### config.mk
export PLATFORM = sky130hd
export DESIGN_NAME = tmds_rx_decoder_flat
export DESIGN_NICKNAME = d
export VERILOG_FILES = /design/src/rtl/tmds_rx_decoder_if.sv /design/src/rtl/tmds_rx_decoder.sv /design/src/flat_wrapper.sv
export SDC_FILE = /design/constraint.sdc
export NUM_CORES = 1
export LEC_CHECK = 0
export ABC_AREA = 1
export ABC_CLOCK_PERIOD_IN_PS = 4200
export CORE_MARGIN = 2
export CORE_UTILIZATION = 55
export CTS_BUF_LIST = sky130_fd_sc_hd__clkbuf_8
export DETAILED_ROUTE_END_ITERATION = 12
export PLACE_DENSITY_LB_ADDON = 0.05
export SKIP_CTS_REPAIR_TIMING = 1
export SLEW_MARGIN = 40
export SYNTH_ARGS = -nofsm -noshare
export SYNTH_HDL_FRONTEND = slang
export SYNTH_SLANG_ARGS = --single-unit
### constraint.sdc
create_clock -name pixclk -period 4.2 [get_ports pixclk]
set_input_delay 0.63 -clock pixclk [delete_from_list [all_inputs] [get_ports pixclk]]
set_output_delay 0.63 -clock pixclk [all_outputs]
set_load 0.005 [all_outputs]
### src/rtl/tmds_rx_decoder_if.sv
// Bus between one TMDS channel deserializer and its decoder: the raw word in,
// and the decoded character, lock status and slip offset out.
interface tmds_rx_decoder_if;
    logic [9:0] raw_in;
    logic [7:0] data_out;
    logic [1:0] ctrl_out;
    logic       de;
    logic       locked;
    logic [3:0] offset;

    modport master (
        output raw_in,
        input  data_out,
        input  ctrl_out,
        input  de,
        input  locked,
        input  offset
    );

    modport slave (
        input  raw_in,
        output data_out,
        output ctrl_out,
        output de,
        output locked,
        output offset
    );
endinterface

### src/rtl/tmds_rx_decoder.sv
// TMDS channel decoder: bit-slip alignment from control-token runs, then
// 2-stage decode of each 10-bit character to pixel data or a control code.
module tmds_rx_decoder #(
    parameter int LOCK_RUN = 8,
    parameter int TIMEOUT  = 4096,
    parameter int CNT_W    = 13
) (
    input  logic                pixclk,
    input  logic                rst_n,
    tmds_rx_decoder_if.slave    rx
);

    typedef enum logic {SEARCH = 1'b0, LOCKED = 1'b1} state_t;

    localparam logic [7:0]       RUN_MAX  = 8'(LOCK_RUN);
    localparam logic [CNT_W-1:0] TCNT_END = CNT_W'(TIMEOUT - 1);

    // {is_token, code} for one aligned character
    function automatic logic [2:0] token_lookup(input logic [9:0] w);
        logic [2:0] r;
        case (w)
            10'b1101010100: r = 3'b100;
            10'b0010101011: r = 3'b101;
            10'b0101010100: r = 3'b110;
            10'b1010101011: r = 3'b111;
            default:        r = 3'b000;
        endcase
        return r;
    endfunction

    function automatic logic [7:0] tmds_decode(input logic [9:0] w);
        logic [7:0] d;
        logic [7:0] q;
        d    = w[9] ? ~w[7:0] : w[7:0];
        q    = 8'h00;
        q[0] = d[0];
        for (int i = 1; i < 8; i++) begin
            q[i] = w[8] ? (d[i] ^ d[i-1]) : ~(d[i] ^ d[i-1]);
        end
        return q;
    endfunction

    state_t           state_q;
    logic [9:0]       raw_prev_q;
    logic [9:0]       w1_q;
    logic             tok1_q;
    logic [7:0]       data_out_q;
    logic [1:0]       ctrl_out_q;
    logic             de_q;
    logic             locked_q;
    logic [3:0]       offset_q;
    logic [7:0]       run_q;
    logic [CNT_W-1:0] tcnt_q;

    logic [19:0]      win_s;
    logic [9:0]       w_s;
    logic [2:0]       tok_info_s;
    logic [2:0]       tok1_info_s;
    logic [7:0]       data_d;
    logic [1:0]       ctrl_d;
    logic             de_d;

    // The newer word sits above the older one, so offset 0 is raw_prev as-is.
    assign win_s       = {rx.raw_in, raw_prev_q};
    assign w_s         = 10'(win_s >> offset_q);
    assign tok_info_s  = token_lookup(w_s);
    assign tok1_info_s = token_lookup(w1_q);

    // Stage-2 next values: tokens update ctrl only, data updates pixel only
    always_comb begin
        data_d = data_out_q;
        ctrl_d = ctrl_out_q;
        de_d   = 1'b0;
        if (tok1_q) begin
            ctrl_d = tok1_info_s[1:0];
        end else begin
            data_d = tmds_decode(w1_q);
            de_d   = locked_q;
        end
    end

    // Word history and the two pipeline stages
    always_ff @(posedge pixclk or negedge rst_n) begin
        if (!rst_n) begin
            raw_prev_q <= 10'd0;
            w1_q       <= 10'd0;
            tok1_q     <= 1'b0;
            data_out_q <= 8'd0;
            ctrl_out_q <= 2'd0;
            de_q       <= 1'b0;
        end else begin
            raw_prev_q <= rx.raw_in;
            w1_q       <= w_s;
            tok1_q     <= tok_info_s[2];
            data_out_q <= data_d;
            ctrl_out_q <= ctrl_d;
            de_q       <= de_d;
        end
    end

    // Alignment FSM: token-run lock, timeout-driven bit slip and lock loss
    always_ff @(posedge pixclk or negedge rst_n) begin
        if (!rst_n) begin
            state_q  <= SEARCH;
            locked_q <= 1'b0;
            offset_q <= 4'd0;
            run_q    <= 8'd0;
            tcnt_q   <= '0;
        end else begin
            case (state_q)
                SEARCH: begin
                    if (tok1_q) begin
                        tcnt_q <= '0;
                        if (run_q >= (RUN_MAX - 8'd1)) begin
                            run_q    <= RUN_MAX;
                            state_q  <= LOCKED;
                            locked_q <= 1'b1;
                        end else begin
                            run_q <= run_q + 8'd1;
                        end
                    end else if (tcnt_q == TCNT_END) begin
                        offset_q <= (offset_q == 4'd9) ? 4'd0 : offset_q + 4'd1;
                        tcnt_q   <= '0;
                        run_q    <= 8'd0;
                    end else begin
                        tcnt_q <= tcnt_q + 1'b1;
                        run_q  <= 8'd0;
                    end
                end
                LOCKED: begin
                    if (tok1_q) begin
                        tcnt_q <= '0;
                    end else if (tcnt_q == TCNT_END) begin
                        state_q  <= SEARCH;
                        locked_q <= 1'b0;
                        run_q    <= 8'd0;
                        tcnt_q   <= '0;
                    end else begin
                        tcnt_q <= tcnt_q + 1'b1;
                    end
                end
                default: begin
                    state_q  <= SEARCH;
                    locked_q <= 1'b0;
                    run_q    <= 8'd0;
                    tcnt_q   <= '0;
                end
            endcase
        end
    end

    assign rx.data_out = data_out_q;
    assign rx.ctrl_out = ctrl_out_q;
    assign rx.de       = de_q;
    assign rx.locked   = locked_q;
    assign rx.offset   = offset_q;

endmodule

### src/flat_wrapper.sv
// flat-port wrapper written by rule: the top's interface ports become plain ports
module tmds_rx_decoder_flat 
#(
    parameter int LOCK_RUN = 8,
    parameter int TIMEOUT  = 4096,
    parameter int CNT_W    = 13
)
  (pixclk, rst_n, rx_raw_in, rx_data_out, rx_ctrl_out, rx_de, rx_locked, rx_offset);
  tmds_rx_decoder_if rx_i ();
  input  logic pixclk;
  input  logic rst_n;
  input wire logic [$bits(rx_i.raw_in)-1:0] rx_raw_in;
  output wire logic [$bits(rx_i.data_out)-1:0] rx_data_out;
  output wire logic [$bits(rx_i.ctrl_out)-1:0] rx_ctrl_out;
  output wire logic [$bits(rx_i.de)-1:0] rx_de;
  output wire logic [$bits(rx_i.locked)-1:0] rx_locked;
  output wire logic [$bits(rx_i.offset)-1:0] rx_offset;
  assign rx_i.raw_in = rx_raw_in;
  assign rx_data_out = rx_i.data_out;
  assign rx_ctrl_out = rx_i.ctrl_out;
  assign rx_de = rx_i.de;
  assign rx_locked = rx_i.locked;
  assign rx_offset = rx_i.offset;
  tmds_rx_decoder #(.LOCK_RUN(LOCK_RUN), .TIMEOUT(TIMEOUT), .CNT_W(CNT_W)) u_core (.pixclk(pixclk), .rst_n(rst_n), .rx(rx_i));
endmodule
==> results of run 1 <==
## layout make-up
type,count,area [sq um],area share (%)
repair buffers,30,291.5,7.864
clock buffers,9,123.9,3.341
multi-input cells,302,1550,41.82
well taps,72,90.09,2.430
flip-flops and latches,59,1476,39.82
inverters,33,123.9,3.341
clock inverters,6,51.30,1.384
## where the power goes
part	total, mW	switching, mW	leakage (nW)	internal [mW]
combinational	0.204	0.107	0.911	0.0966
clock	0.476	0.214	0.103	0.262
sequential	0.674	0.0474	0.742	0.627
## cells by family after synthesis
kind of cell    share of synthesized area, %
buf+inv                                6.602
fa+ha+maj                              3.089
simple gates                           33.48
xor+xnor                               5.405
compound gates                         5.869
flops                                  45.56
## per-stage QoR
stage | instances | hold slack [ps] | cell area [sq um]
2_1_floorplan | 410 | 334.4 | 3241
3_3_place_gp | 496 | 456.5 | 3528
3_5_place_dp | 496 | 467.0 | 3528
4_1_cts | 511 | 454.4 | 3704
5_1_grt | 511 | 394.1 | 3707
6_report | 511 | 358.0 | 3707
## synthesized netlist by cell type
cell type / n / area, sq um
buf_4: 2 / 15.01
o21ai_0: 18 / 90.09
clkinv_1: 1 / 3.750
nor2_1: 32 / 120.1
nand4_2: 1 / 12.51
nor3_1: 3 / 15.01
nor2_2: 2 / 12.51
nor4_2: 1 / 12.51
dfrtp_1: 59 / 1476
buf_1: 2 / 7.510
nand4_1: 3 / 18.77
xor2_1: 11 / 96.34
a32o_1: 1 / 10.01
o21ai_4: 1 / 16.27
a21oi_2: 2 / 17.52
ha_1: 8 / 100.1
nor3b_1: 2 / 15.01
clkbuf_1: 4 / 15.01
inv_2: 2 / 7.510
buf_2: 6 / 30.03
nand3_1: 83 / 415.4
nand2_1: 108 / 405.4
nand2_2: 3 / 18.77
buf_6: 2 / 22.52
o2bb2ai_1: 1 / 8.760
and3_1: 1 / 6.260
xnor2_1: 9 / 78.83
a31oi_1: 2 / 12.51
o21ai_1: 1 / 5.000
a21oi_1: 6 / 30.03
nor3_4: 1 / 16.27
inv_1: 30 / 112.6
or2_0: 1 / 6.260
nand3_2: 1 / 10.01
## metal layers
| layer | up-vias | GRT usage [%] | share of wire [%] |
|---|---|---|---|
| met2 | 73 | 39.08 | 47 |
| met5 | - | 0 | 0 |
| met1 | 1268 | 32.58 | 46 |
| li1 | 1384 | - | - |
| met4 | 0 | 10.34 | 1.6 |
| met3 | 15 | 6.444 | 4.9 |
## state kept, by name (all words and copies together) (netlist names)
signal and cells:
u_core.tcnt_q 13, u_core.raw_prev_q 10, u_core.w1_q 10, u_core.run_q 8, u_core.rx.data_out 8, u_core.rx.offset 4
u_core.rx.ctrl_out 2, u_core.rx.de 1, u_core.rx.locked 1, u_core.state_q 1, u_core.tok1_q 1
## path summary, 6_finish.rpt
check | from | to | slack (ps) | depth (start not counted)
worst min register to register | u_core.tcnt_q[0] | u_core.tcnt_q[0] | 480 | 1
min in group pixclk | u_core.tcnt_q[0] | u_core.tcnt_q[0] | 480 | 1
max in group asynchronous | rst_n | u_core.w1_q[2] | 3480 | 2
worst max register to register | u_core.rx.offset[0] | u_core.tok1_q | 1970 | 12
worst min-delay path | rst_n | u_core.run_q[4] | 360 | 2
worst max-delay path | u_core.rx.offset[0] | rx_offset[0] | 1750 | 1
## placed cells by master, fill, tap and decap left out, types with 8 or more instances in the layout
master,n
clkbuf_8,9
clkdlybuf4s50_1,26
dfrtp_1,59
ha_1,8
inv_1,33
nand2_1,108
nand3_1,83
nor2_1,32
o21ai_0,18
xnor2_1,9
xor2_1,11
==> impl_metrics.env, run 1 <==
export IMPL_status="complete, no violations"
export IMPL_vias_per_cell=5.362
export IMPL_area_delta_synth_final_pct=14.40
export IMPL_cp_buffers_inverters=1
export IMPL_grt_overflow=0
export IMPL_grt_pass1_vias=2677
export IMPL_irDropWorstVdd_mv=0.2241
export IMPL_wl_per_cell_um=13.62
export IMPL_cap_violations=0
export IMPL_dp_hpwl_um=4931
export IMPL_grt_pass1_wl_um=12210
export IMPL_tritoncts_num_buffers=9
export IMPL_via_count=2740
export IMPL_rsz0062_at_grt="false"
export IMPL_critPathMaxStageDelay_ps=830
export IMPL_worst_ep_arrival_time_ps=1820
export IMPL_hold_viol_final=0
export IMPL_worst_slew_pin_slew_ps=754.8
export IMPL_die_y_um=80.76
export IMPL_cts_sinks=59
export IMPL_clock_path_buffers=2
export IMPL_fillers=496
export IMPL_place_gp_congestion=0.8775
export IMPL_syn_area_sq_um=3241
export IMPL_avgSynthCellArea_sq_um=7.904
export IMPL_post_route_drc_count=0
export IMPL_finalCritPeriodShare_pct=58.22
export IMPL_antenna_found_initial=0
export IMPL_yosysWarnings=0
export IMPL_cts_max_level=3
export IMPL_setup_ws_ps=1755
export IMPL_initial_core_util_pct=57.79
export IMPL_yosys_register_bits=59
export IMPL_wl_um=6962
export IMPL_drtIter0Drc=143
export IMPL_core_rowCount=27
export IMPL_cp_max_fo=25
export IMPL_dr_pass1_iters=4
export IMPL_max_freq_ghz=0.4090
export IMPL_finalClockSkew_ps=7.690
export IMPL_critical_path_top_delay_family="flip-flops"
export IMPL_syn_nets=430
export IMPL_fin_setup_tns_ps=0
export IMPL_fin_total_pwr_mw=1.353
export IMPL_grt_max_degree=60
export IMPL_synth_cell_types=34
export IMPL_slew_limit_headroom_pct=49.68
export IMPL_cp_slowest_cell="dfrtp_1"
export IMPL_hold_class="in2async"
export IMPL_cts_tree="yes"
export IMPL_ant_nets=0
export IMPL_grtUsageTotal_pct=24.76
export IMPL_final_util_pct=66.11
export IMPL_fp_coreArea_sq_um=5608
export IMPL_synthesis_instances=410
export IMPL_cts_clk_slew_worst_paths_ps=70
export IMPL_powerDensity_nw_per_um2=365.0
export IMPL_diodes=0
export IMPL_path_class="reg2out"
export IMPL_drv_slew=0
export IMPL_setup_viol=0
export IMPL_critPathCaptureType="primary output"
export IMPL_clock_latency_ps=340
export IMPL_start_kind="flip-flop"
export IMPL_fin_nets=455
export IMPL_yosysSeqAreaShare_pct=45.56
export IMPL_port_buffers=27
export IMPL_ctsRootBufferMaster="clkbuf_8"
export IMPL_cellLeakagePower_nw=1.755
export IMPL_worstPathRequired_ps=3570
export IMPL_min_period_ps=2445
export IMPL_die_x_um=80.76
export IMPL_place_ws_ps=2027
export IMPL_drive_above_1_share_pct=6.834
export IMPL_pin_count=28
export IMPL_die_area_sq_um=6522
export IMPL_cp_cell_sequence="clkdlybuf4s50_1"
Power figures use the tool's default switching activity.
==> run 2: changes to the inputs <==
ABC_CLOCK_PERIOD_IN_PS = 2000   (was 4200)
CORE_UTILIZATION = 54   (was 55)
clock period = 2 ns   (was 4.2 ns; I/O delays follow)
==> impl_metrics.env, run 2 (synthesis gave the netlist of run 1 again) <==
export IMPL_status="complete, no violations"
export IMPL_powerDensity_nw_per_um2=769.3
export IMPL_core_rowCount=28
export IMPL_place_ws_ps=234.0
export IMPL_area_delta_synth_final_pct=16.80
export IMPL_ant_nets=0
export IMPL_die_y_um=81.47
export IMPL_place_gp_congestion=0.9376
export IMPL_setup_viol=0
export IMPL_hold_viol_final=0
export IMPL_largestRegisters="u_core.tcnt_q: 13 flops, u_core.raw_prev_q: 10 flops, u_core.w1_q: 10 flops"
export IMPL_finalClockSkew_ps=7.413
export IMPL_cellLeakagePower_nw=1.785
export IMPL_cts_clk_slew_worst_paths_ps=70
export IMPL_drv_slew=0
export IMPL_dp_hpwl_um=4994
export IMPL_start_kind="flip-flop"
export IMPL_max_freq_ghz=0.5424
export IMPL_vias_per_cell=5.363
export IMPL_clock_path_buffers=2
export IMPL_worst_ep_arrival_time_ps=1540
export IMPL_cap_violations=0
export IMPL_fp_coreArea_sq_um=5851
export IMPL_die_area_sq_um=6637
export IMPL_fin_nets=461
export IMPL_cts_sinks=59
export IMPL_grt_pass1_wl_um=11820
export IMPL_port_buffers=27
export IMPL_wl_per_cell_um=13.10
export IMPL_fin_setup_tns_ps=0
export IMPL_worstPathRequired_ps=1700
export IMPL_stdcell_area_sq_um=3785
export IMPL_grt_overflow=0
export IMPL_tritoncts_num_buffers=9
export IMPL_cts_tree="yes"
export IMPL_rsz0062_at_grt="false"
export IMPL_die_x_um=81.47
export IMPL_cp_max_fo=24
export IMPL_grtUsageTotal_pct=23.53
export IMPL_finalCritPeriodShare_pct=92.19
export IMPL_via_count=2789
export IMPL_wl_um=6811
export IMPL_post_route_drc_count=0
export IMPL_irDropWorstVdd_mv=0.5186
export IMPL_drive_above_1_share_pct=8.315
export IMPL_initial_core_util_pct=55.39
export IMPL_diodes=0
export IMPL_ctsRootBufferMaster="clkbuf_8"
export IMPL_critPathCaptureType="primary output"
export IMPL_min_period_ps=1844
export IMPL_cts_max_level=3
export IMPL_reg2reg_slack_ps=290
export IMPL_grt_max_degree=60
export IMPL_clock_latency_ps=340
export IMPL_drtIter0Drc=160
export IMPL_layout_commonest_cell="nand2_1"
export IMPL_largest_reg_flops=13
export IMPL_pin_count=28
export IMPL_fin_total_pwr_mw=2.912
export IMPL_worst_slew_pin_slew_ps=400.0
export IMPL_largest_register="u_core.tcnt_q"
export IMPL_antenna_found_initial=0
export IMPL_setup_ws_ps=156.3
export IMPL_layout_common_cells="nand2_1, nand3_1, dfrtp_1"
export IMPL_dpl_instance_area_sq_um=3582
export IMPL_hold_class="in2reg"
export IMPL_grt_pass1_vias=2616
export IMPL_slew_limit_headroom_pct=73.33
export IMPL_dr_pass1_iters=4
export IMPL_path_class="reg2out"
-- run 2: changes by cell type in the layout (fill, tap and decap cells not counted) --
cell / delta
buf_6: -1
inv_1: -2
buf_4: +5
buf_12: +1
dlygate4sd3_1: +1
clkinv_4: +1
clkbuf_8: +1
clkinvlp_4: +1
clkinv_2: -1
-- run 2: routing by layer --
| layer | global-route usage, % | part of all wire, % | up-vias |
|---|---|---|---|
| met3 | 5.385 | 4.4 | 15 |
| met1 | 31.51 | 47 | 1311 |
| met4 | 11.36 | 2.1 | 0 |
| li1 | - | - | 1406 |
| met5 | 0 | 0 | - |
| met2 | 36.15 | 47 | 57 |
-- run 2: area by class of cell --
class / count / area, sq um
multi-input combinational: 302 / 1550
sequential: 59 / 1476
clock inverter: 5 / 55.05
tap: 75 / 93.84
timing repair buffer: 36 / 347.8
inverter: 33 / 123.9
clock buffer: 10 / 137.6
fill: 497 / 2066
-- run 2: metrics by stage --
| stage | hold slack (ps) | cells | utilization, % |
|---|---|---|---|
| after CTS | -45.76 | 519 | 64.52 |
| after global placement | 327.6 | 504 | 61.23 |
| after floorplan | 4.409 | 410 | - |
| after global routing | 449.2 | 520 | 64.69 |
| final | 449.9 | 520 | 64.69 |
| after detailed placement | 326.4 | 504 | 61.23 |
-- run 2: power by group --
part	switching [mW]	internal, mW
Sequential	0.102	1.32
Clock	0.464	0.597
Combinational	0.225	0.207
-- run 2: worst max-delay path: stages (launching register included) --
cell	delay, ps
dfrtp_1	380
buf_4	280
clkdlybuf4s50_1	550
-- run 2: path summary, 6_finish.rpt --
check / to / depth (start not counted) / startpoint
max: rx_offset[0] / 2 / u_core.rx.offset[0]
min: u_core.raw_prev_q[8] / 1 / rx_raw_in[8]
max reg2reg: u_core.run_q[2] / 7 / u_core.tcnt_q[0]
min reg2reg: u_core.tcnt_q[0] / 1 / u_core.tcnt_q[0]
max in group asynchronous: u_core.w1_q[5] / 3 / rst_n
min in group asynchronous: u_core.raw_prev_q[5] / 3 / rst_n
